**config.mk**
```make
export PLATFORM = sky130hd
export DESIGN_NAME = lora_tx_sequencer_flat
export DESIGN_NICKNAME = d
export VERILOG_FILES = /design/src/rtl/lora_tx_sequencer_if.sv /design/src/rtl/lora_tx_sequencer.sv /design/src/flat_wrapper.sv
export SDC_FILE = /design/constraint.sdc
export NUM_CORES = 1
export LEC_CHECK = 0
export CORE_MARGIN = 1
export CORE_UTILIZATION = 35
export DETAILED_ROUTE_END_ITERATION = 10
export MAX_ROUTING_LAYER = met4
export SLEW_MARGIN = 20
export SYNTH_ARGS = -nofsm -noshare
export SYNTH_HDL_FRONTEND = slang
export SYNTH_SLANG_ARGS = --single-unit
```
**constraint.sdc**
```tcl
create_clock -name clk -period 5.5 [get_ports clk]
set_input_delay 1.1 -clock clk [delete_from_list [all_inputs] [get_ports clk]]
set_output_delay 1.1 -clock clk [all_outputs]
set_load 0.005 [all_outputs]
```
**src/rtl/lora_tx_sequencer_if.sv**
```systemverilog
// lora_tx_sequencer_if: packet request, SPI write handshake and debug signals of the LoRa TX sequencer
interface lora_tx_sequencer_if #(parameter int PAYLOAD_BYTES = 2);
  logic                       start_i;
  logic [8*PAYLOAD_BYTES-1:0] payload_i;
  logic                       spi_busy_i;
  logic                       dio0_i;
  logic                       spi_req_o;
  logic [15:0]                spi_word_o;
  logic                       busy_o;
  logic                       done_o;
  logic                       timeout_o;
  logic [2:0]                 state_o;
  logic [4:0]                 step_o;
  modport master (output start_i, payload_i, spi_busy_i, dio0_i,
                  input spi_req_o, spi_word_o, busy_o, done_o, timeout_o, state_o, step_o);
  modport slave (input start_i, payload_i, spi_busy_i, dio0_i,
                 output spi_req_o, spi_word_o, busy_o, done_o, timeout_o, state_o, step_o);
endinterface

```
**src/rtl/lora_tx_sequencer.sv**
```systemverilog
// lora_tx_sequencer: walks the SX1278 register write list for one packet, waits for TxDone, aborts to standby on timeout
module lora_tx_sequencer #(
  parameter int         PAYLOAD_BYTES  = 2,
  parameter int         TIMEOUT_CYCLES = 1_000_000,
  parameter logic [7:0] PA_CONFIG      = 8'hC0
) (
  input logic               clk,
  input logic               rst,
  lora_tx_sequencer_if.slave io
);
  localparam int PW = 8 * PAYLOAD_BYTES;
  localparam int CW = $clog2(TIMEOUT_CYCLES);
  localparam logic [CW-1:0] CNT_MAX = CW'(TIMEOUT_CYCLES - 1);
  localparam logic [4:0] S_PAY = 5'd6;
  localparam logic [4:0] S_GO  = 5'(6 + PAYLOAD_BYTES);
  localparam logic [4:0] S_CLR = 5'(7 + PAYLOAD_BYTES);
  localparam logic [2:0] IDLE      = 3'd0;
  localparam logic [2:0] ISSUE     = 3'd1;
  localparam logic [2:0] WAIT_ACK  = 3'd2;
  localparam logic [2:0] WAIT_DONE = 3'd3;
  localparam logic [2:0] WAIT_TX   = 3'd4;
  localparam logic [2:0] ABORT     = 3'd5;
  localparam logic [2:0] FINISH    = 3'd6;
  logic [2:0]    state_q, state_d;
  logic [4:0]    step_q, step_d;
  logic [CW-1:0] cnt_q, cnt_d;
  logic [PW-1:0] pay_q, pay_d;
  logic [15:0]   word_q, word_d;
  logic          req_q, req_d;
  logic          tmo_q, tmo_d;
  logic          ab_q, ab_d;
  logic [6:0]    addr;
  logic [7:0]    data;
  // payload steps always take the top byte; the register shifts left after each one
  always_comb begin
    addr = 7'h00;
    data = pay_q[PW-1 -: 8];
    case (step_q)
      5'd0:    begin addr = 7'h01; data = 8'h80; end
      5'd1:    begin addr = 7'h01; data = 8'h81; end
      5'd2:    begin addr = 7'h09; data = PA_CONFIG; end
      5'd3:    begin addr = 7'h0E; data = 8'h00; end
      5'd4:    begin addr = 7'h0D; data = 8'h00; end
      5'd5:    begin addr = 7'h22; data = 8'(PAYLOAD_BYTES); end
      S_GO:    begin addr = 7'h01; data = 8'h83; end
      S_CLR:   begin addr = 7'h12; data = 8'h08; end
      default: ;
    endcase
  end
  always_comb begin
    state_d = state_q;
    step_d  = step_q;
    cnt_d   = cnt_q;
    pay_d   = pay_q;
    word_d  = word_q;
    req_d   = 1'b0;
    tmo_d   = 1'b0;
    ab_d    = ab_q;
    case (state_q)
      IDLE: if (io.start_i) begin
        pay_d   = io.payload_i;
        step_d  = '0;
        ab_d    = 1'b0;
        state_d = ISSUE;
      end
      ISSUE, ABORT: if (!io.spi_busy_i) begin
        req_d   = 1'b1;
        ab_d    = state_q == ABORT;
        word_d  = state_q == ABORT ? 16'h8181 : {1'b1, addr, data};
        pay_d   = (state_q == ISSUE && step_q >= S_PAY && step_q < S_GO) ? pay_q << 8 : pay_q;
        state_d = WAIT_ACK;
      end
      WAIT_ACK: state_d = io.spi_busy_i ? WAIT_DONE : WAIT_ACK;
      WAIT_DONE: if (!io.spi_busy_i) begin
        tmo_d   = ab_q;
        cnt_d   = '0;
        step_d  = (ab_q || step_q == S_GO || step_q == S_CLR) ? step_q : step_q + 5'd1;
        state_d = ab_q ? IDLE : step_q == S_GO ? WAIT_TX : step_q == S_CLR ? FINISH : ISSUE;
      end
      WAIT_TX: begin
        step_d  = io.dio0_i ? S_CLR : step_q;
        cnt_d   = cnt_q + CW'(1);
        state_d = io.dio0_i ? ISSUE : cnt_q == CNT_MAX ? ABORT : WAIT_TX;
      end
      default: state_d = IDLE;
    endcase
  end
  always_ff @(posedge clk or posedge rst) begin
    if (rst) begin
      state_q <= IDLE;
      step_q  <= '0;
      cnt_q   <= '0;
      pay_q   <= '0;
      word_q  <= '0;
      req_q   <= 1'b0;
      tmo_q   <= 1'b0;
      ab_q    <= 1'b0;
    end else begin
      state_q <= state_d;
      step_q  <= step_d;
      cnt_q   <= cnt_d;
      pay_q   <= pay_d;
      word_q  <= word_d;
      req_q   <= req_d;
      tmo_q   <= tmo_d;
      ab_q    <= ab_d;
    end
  end
  assign io.spi_req_o  = req_q;
  assign io.spi_word_o = word_q;
  assign io.busy_o     = state_q != IDLE;
  assign io.done_o     = state_q == FINISH;
  assign io.timeout_o  = tmo_q;
  assign io.state_o    = state_q;
  assign io.step_o     = step_q;
endmodule

```
**src/flat_wrapper.sv**
```systemverilog
// flat-port wrapper written by rule: the top's interface ports become plain ports
module lora_tx_sequencer_flat 
#(
  parameter int         PAYLOAD_BYTES  = 2,
  parameter int         TIMEOUT_CYCLES = 1_000_000,
  parameter logic [7:0] PA_CONFIG      = 8'hC0
)
  (clk, rst, io_start_i, io_payload_i, io_spi_busy_i, io_dio0_i, io_spi_req_o, io_spi_word_o, io_busy_o, io_done_o, io_timeout_o, io_state_o, io_step_o);
  lora_tx_sequencer_if #(.PAYLOAD_BYTES(PAYLOAD_BYTES)) io_i ();
  input logic clk;
  input logic rst;
  input wire logic [$bits(io_i.start_i)-1:0] io_start_i;
  input wire logic [$bits(io_i.payload_i)-1:0] io_payload_i;
  input wire logic [$bits(io_i.spi_busy_i)-1:0] io_spi_busy_i;
  input wire logic [$bits(io_i.dio0_i)-1:0] io_dio0_i;
  output wire logic [$bits(io_i.spi_req_o)-1:0] io_spi_req_o;
  output wire logic [$bits(io_i.spi_word_o)-1:0] io_spi_word_o;
  output wire logic [$bits(io_i.busy_o)-1:0] io_busy_o;
  output wire logic [$bits(io_i.done_o)-1:0] io_done_o;
  output wire logic [$bits(io_i.timeout_o)-1:0] io_timeout_o;
  output wire logic [$bits(io_i.state_o)-1:0] io_state_o;
  output wire logic [$bits(io_i.step_o)-1:0] io_step_o;
  assign io_i.start_i = io_start_i;
  assign io_i.payload_i = io_payload_i;
  assign io_i.spi_busy_i = io_spi_busy_i;
  assign io_i.dio0_i = io_dio0_i;
  assign io_spi_req_o = io_i.spi_req_o;
  assign io_spi_word_o = io_i.spi_word_o;
  assign io_busy_o = io_i.busy_o;
  assign io_done_o = io_i.done_o;
  assign io_timeout_o = io_i.timeout_o;
  assign io_state_o = io_i.state_o;
  assign io_step_o = io_i.step_o;
  lora_tx_sequencer #(.PAYLOAD_BYTES(PAYLOAD_BYTES), .TIMEOUT_CYCLES(TIMEOUT_CYCLES), .PA_CONFIG(PA_CONFIG)) u_core (.clk(clk), .rst(rst), .io(io_i));
endmodule
```
# Word-level counts from Yosys, hierarchy flattened
# Index checks and enable logic that the tools add are counted.
classes:
  addsub: 2
  n_lt_le_gt_ge: 2
  mux: 31
  n_bitwise: 1
  shifts: 0
  div: 0
  n_eq_ne: 20
  n_reduce_logical: 19
  multipliers: 0
ops:
  columns: ["op", "count"]
  rows:
  - ["$pmux W8 S7", 1]
  - ["$mux W16", 3]
  - ["$pmux W20 S2", 1]
  - ["$pmux W6 S6", 1]
  - ["$pmux W16 S2", 1]
  - ["$mux W3", 7]
  - ["$add A20 B1 Y20 const B", 1]
  - ["$eq A20 B20 Y1 const B", 1]
  - ["$mux W20", 1]
  - ["$mux W5", 4]
  - ["$pmux W3 S5", 1]
  - ["$pmux W5 S3", 1]
  - ["$mux W14", 1]
  - ["$eq A5 B2 Y1 const B", 2]
  - ["$eq A5 B3 Y1 const B", 2]
  - ["$eq A5 B4 Y1 const B", 2]
  - ["$ne A2 B2 Y1 const B", 5]
  - ["$eq A3 B3 Y1 const B", 3]
  - ["$mux W1", 8]
  - ["$eq A3 B2 Y1 const B", 2]
  - ["$reduce_and A3 Y1", 2]
  - ["$reduce_bool A3 Y1", 2]
  - ["$add A5 B1 Y5 const B", 1]
  - ["$eq A5 B1 Y1 const B", 1]
  - ["16 further kinds", 21]
word_totals:
  memories: 0
  reg_bits: 63
  latchBits: 0
  input_bits: 21
  out_inout_bits: 28
  word_cells: 83
  ramBits: 0
  rom_bits: 0

# Longest topological paths before layout
depth:
  ltp_word: 6
  mapped_depth: 8
  mapped_depth_nobuf: 6

# Least setup slack after synthesis
# No wires, ideal clock.
synth_timing:
  path_kind: "input port to flip-flop"
  start: "input io_spi_busy_i"
  end: "register u_core.cnt_q[6]"
  setup_time_ns: 0.121
  setup_slack_ns: 3.186
  t_required_ns: 5.379
  t_arrival_ns: 2.193
  stages: 6
  path_buffers: 2
  cell_sequence: "clkbuf_1 > nand4bb_1 > clkbuf_1 > and2_1 > o21bai_1 > a22o_1"
synth_via:
  elab_chain_len: 2
synth_lines:
  columns: ["item", "line_no", "text"]
  rows:
  - ["from (decl)", "flat_wrapper.sv:14", "input wire logic [$bits(io_i.spi_busy_i)-1:0] io_spi_busy_i;"]
  - ["$ne A2 B2 Y1 (no source line)", null, null]
  - ["$reduce_and A2 Y1 (no source line)", null, null]
  - ["to (signal assigned)", "lora_tx_sequencer.sv:101", "cnt_q <= cnt_d;"]
  - ["to (decl)", "lora_tx_sequencer.sv:26", "logic [CW-1:0] cnt_q, cnt_d;"]
# No other way between the ends.
# A chain may end at the register's enable or synchronous reset.

# Worst setup path after layout
# Same ends and word-level chain as after synthesis.

==> results.py <==
metrics = {
    "outcome": {
        "status": "finished, final reports clean",
    },
    "sta": {
        "hold_viol": 0,
        "setup_viol": 0,
        "setup_tns_ns": 0,
        "rsz0062_at_grt": "false",
        "holdWs_ns": 0.479,
        "fin_crit_sh_pct": 55.2,
        "slew-limit-headroom_pct": 41.4,
        "max_freq_mhz": 329,
        "worst_pin_slew_ns": 0.879,
        "slew_violations": 0,
        "period_minus_slack_ns": 3.04,
        "finClkSkew_ns": 0.00929,
    },
    "power_and_ir_drop": {
        "power.share.sequential_pct": 39.7,
        "p_leak_nw": 1.81,
        "p_sw_w": 0.000593,
        "power_density_nw_per_um2": 424,
        "power.internal_w": 0.00110,
        "total_power_w": 0.00169,
        "switching_share_pct": 35.1,
        "power.share.clock_pct": 25.8,
        "ir_drop_v": 0.000211,
        "p_comb_share_pct": 34.6,
    },
    "drt": {
        "ant_nets": 0,
        "drtIter0Drc": 125,
        "viasPerCell": 5.30,
        "remaining_drc_errors": 0,
        "wire_per_inst_um": 14.7,
        "vias": 2611,
        "wirelength_mm": 7.23,
        "drt_pass1_iterations": 4,
    },
    "yosys": {
        "ys_warn_count": 0,
        "yosysSeqAreaShare_pct": 47.6,
        "synth.distinct_cells": 58,
        "async_flop_share_pct": 100,
        "synth_edf_count": 0,
        "synth.avg_cell_area_um2": 9.53,
        "syn_inst": 342,
        "ys_ff_latch": 62,
        "syn_area_um2": 3260,
        "syn_nets": 368,
        "ys_dominant_reg_cell": "dfrtp_1",
    },
    "global_route": {
        "grt_usage_pct": 16.5,
        "grt_pass1_vias": 2489,
        "antenna_found_initial": 0,
        "gr-total-overflow": 0,
        "grt_pass1_wl_mm": 12.2,
        "grt_max_degree": 63,
    },
    "min_path": {
        "hold_path.class": "reg2reg",
        "min_from": "u_core.cnt_q[19]",
    },
    "die": {
        "start_util_pct": 36.7,
        "core_um2": 8890,
        "fp.dieW_um": 98.5,
        "die_area_um2": 9710,
        "die_h_um": 98.5,
        "io_pins": 49,
        "num_rows": 34,
    },
    "clock_network": {
        "cts_resized": 0,
        "root_buffer": "clkbuf_8",
        "path_clk_slew_ns": 0.07,
        "postCtsHoldBufs": 0,
        "cts_made_buffers": 9,
        "cts_setup_buffers": 0,
        "cts_tree": "done",
        "cts_sinks": 62,
        "clk_path_buf_depth": 2,
        "worstSkewPairLatency_ns": 0.34,
        "h-tree-depth": 3,
    },
    "critical_path": {
        "crit_buf_inv": 1,
        "slowest_delay_ns": 0.73,
        "cp_slowest_cell": "nand4bb_1",
        "cp-start-kind": "primary input",
        "cp_top_family": "simple AND/OR/NAND/NOR gates",
        "worstReg2RegStart": "u_core.io.state_o[0]",
        "worstPathCellList": "clkdlybuf4s50_1, nand4bb_1, and2_1, o21bai_1, a22o_1",
        "crit_type": "in2reg",
        "worstPathArrival_ns": 3.27,
        "crit_path_start": "io_spi_busy_i",
        "worstPathRequired_ns": 5.73,
        "cp_max_fo": 16,
        "end_kind": "register",
    },
    "placement": {
        "io_buffers": 47,
        "place_hpwl_mm": 4.96,
        "place_congestion": 0.824,
    },
    "final_layout": {
        "syn2layout_area_growth_pct": 22.3,
        "drive_gt1_share_pct": 6.75,
        "diodes": 0,
        "nets": 406,
        "layout_common_cells": "62 x dfrtp_1, 47 x clkdlybuf4s50_1, 42 x nand2_1",
        "mostFrequentLayoutCell": "dfrtp_1",
    },
    "run": {
        "max_cap_viol_count": 0,
    },
}
## layer usage
layer  vias to the layer above  wire (um)  track usage, %
met4                         0         45            4.13
met5                         -          0               -
li1                       1299          -               -
met1                      1260       3520            21.7
met2                        48       3410            24.8
met3                         4        256            5.32
## final cells by class
type,count,area [um^2]
fillers,826,4900
flip-flops and latches,62,1550
multi-input cells,242,1540
repair buffers,48,478
clock buffers,14,183
well taps,108,135
inverters,17,63.8
clock inverters,2,37.5
## power groups by stage
stage,clock network (W),logic [W],registers (W)
floorplan,0,0.000429,0.000635
CTS,0.000450,0.000592,0.000671
detailed placement,0,0.000588,0.000677
global route,0.000471,0.000656,0.000689
global placement,0,0.000580,0.000678
finish,0.000436,0.000584,0.000670
## cells in the mapped netlist (all sizes together), types with 6 or more instances
cell	number	area, um^2
nor2	25	96.4
a21oi	20	100
inv	17	63.8
nor3	7	40.0
nand2	43	169
clkbuf	11	41.3
nand4	6	37.5
mux2i	22	220
and3	6	37.5
nand3	12	60.1
buf	10	65.1
o21ai	15	75.1
a31oi	9	56.3
dfrtp	62	1550
a22o	6	52.6
## state kept, by name (all words and copies together) (netlist names)
signal,cells
u_core.io.timeout_o,1
u_core.cnt_q,20
u_core.io.spi_word_o,15
u_core.io.state_o,3
u_core.ab_q,1
u_core.pay_q,16
u_core.io.spi_req_o,1
u_core.io.step_o,5
## worst paths after layout
| check | endpoint | slack [ns] | cells after the start |
|---|---|---|---|
| min in group asynchronous | u_core.cnt_q[11] | 1.31 | 3 |
| max reg2reg | u_core.io.spi_word_o[1] | 2.91 | 4 |
| max | u_core.cnt_q[6] | 2.46 | 5 |
| min reg2reg | u_core.cnt_q[19] | 0.48 | 1 |
| min | u_core.cnt_q[19] | 0.48 | 1 |
| max in group asynchronous | u_core.pay_q[5] | 3.67 | 3 |
## stage by stage
stage	instances	instance area, um^2	util [%]	worst slack, ns
2_1_floorplan	342	3260	-	2.86
3_3_place_gp	477	3770	42.4	2.16
3_5_place_dp	477	3770	42.4	2.08
4_1_cts	493	3990	44.8	2.45
5_1_grt	493	3990	44.8	2.28
6_report	493	3990	44.8	2.46
## cells by family (layout without fill, tap and decap cells)
logic type | after synthesis | after routing | share of synthesized area (%)
AND/OR/NAND/NOR | 133 | 133 | 21.4
AO/OA/AOI/OAI | 79 | 79 | 16.5
flip-flops | 62 | 62 | 47.6
buffers and inverters | 38 | 81 | 5.22
multiplexers | 22 | 22 | 6.75
adder cells (fa/ha/maj) | 5 | 5 | 1.92
XOR/XNOR | 2 | 2 | 0.537
other | 1 | 1 | 0.115
Power figures use the tool's default switching activity.
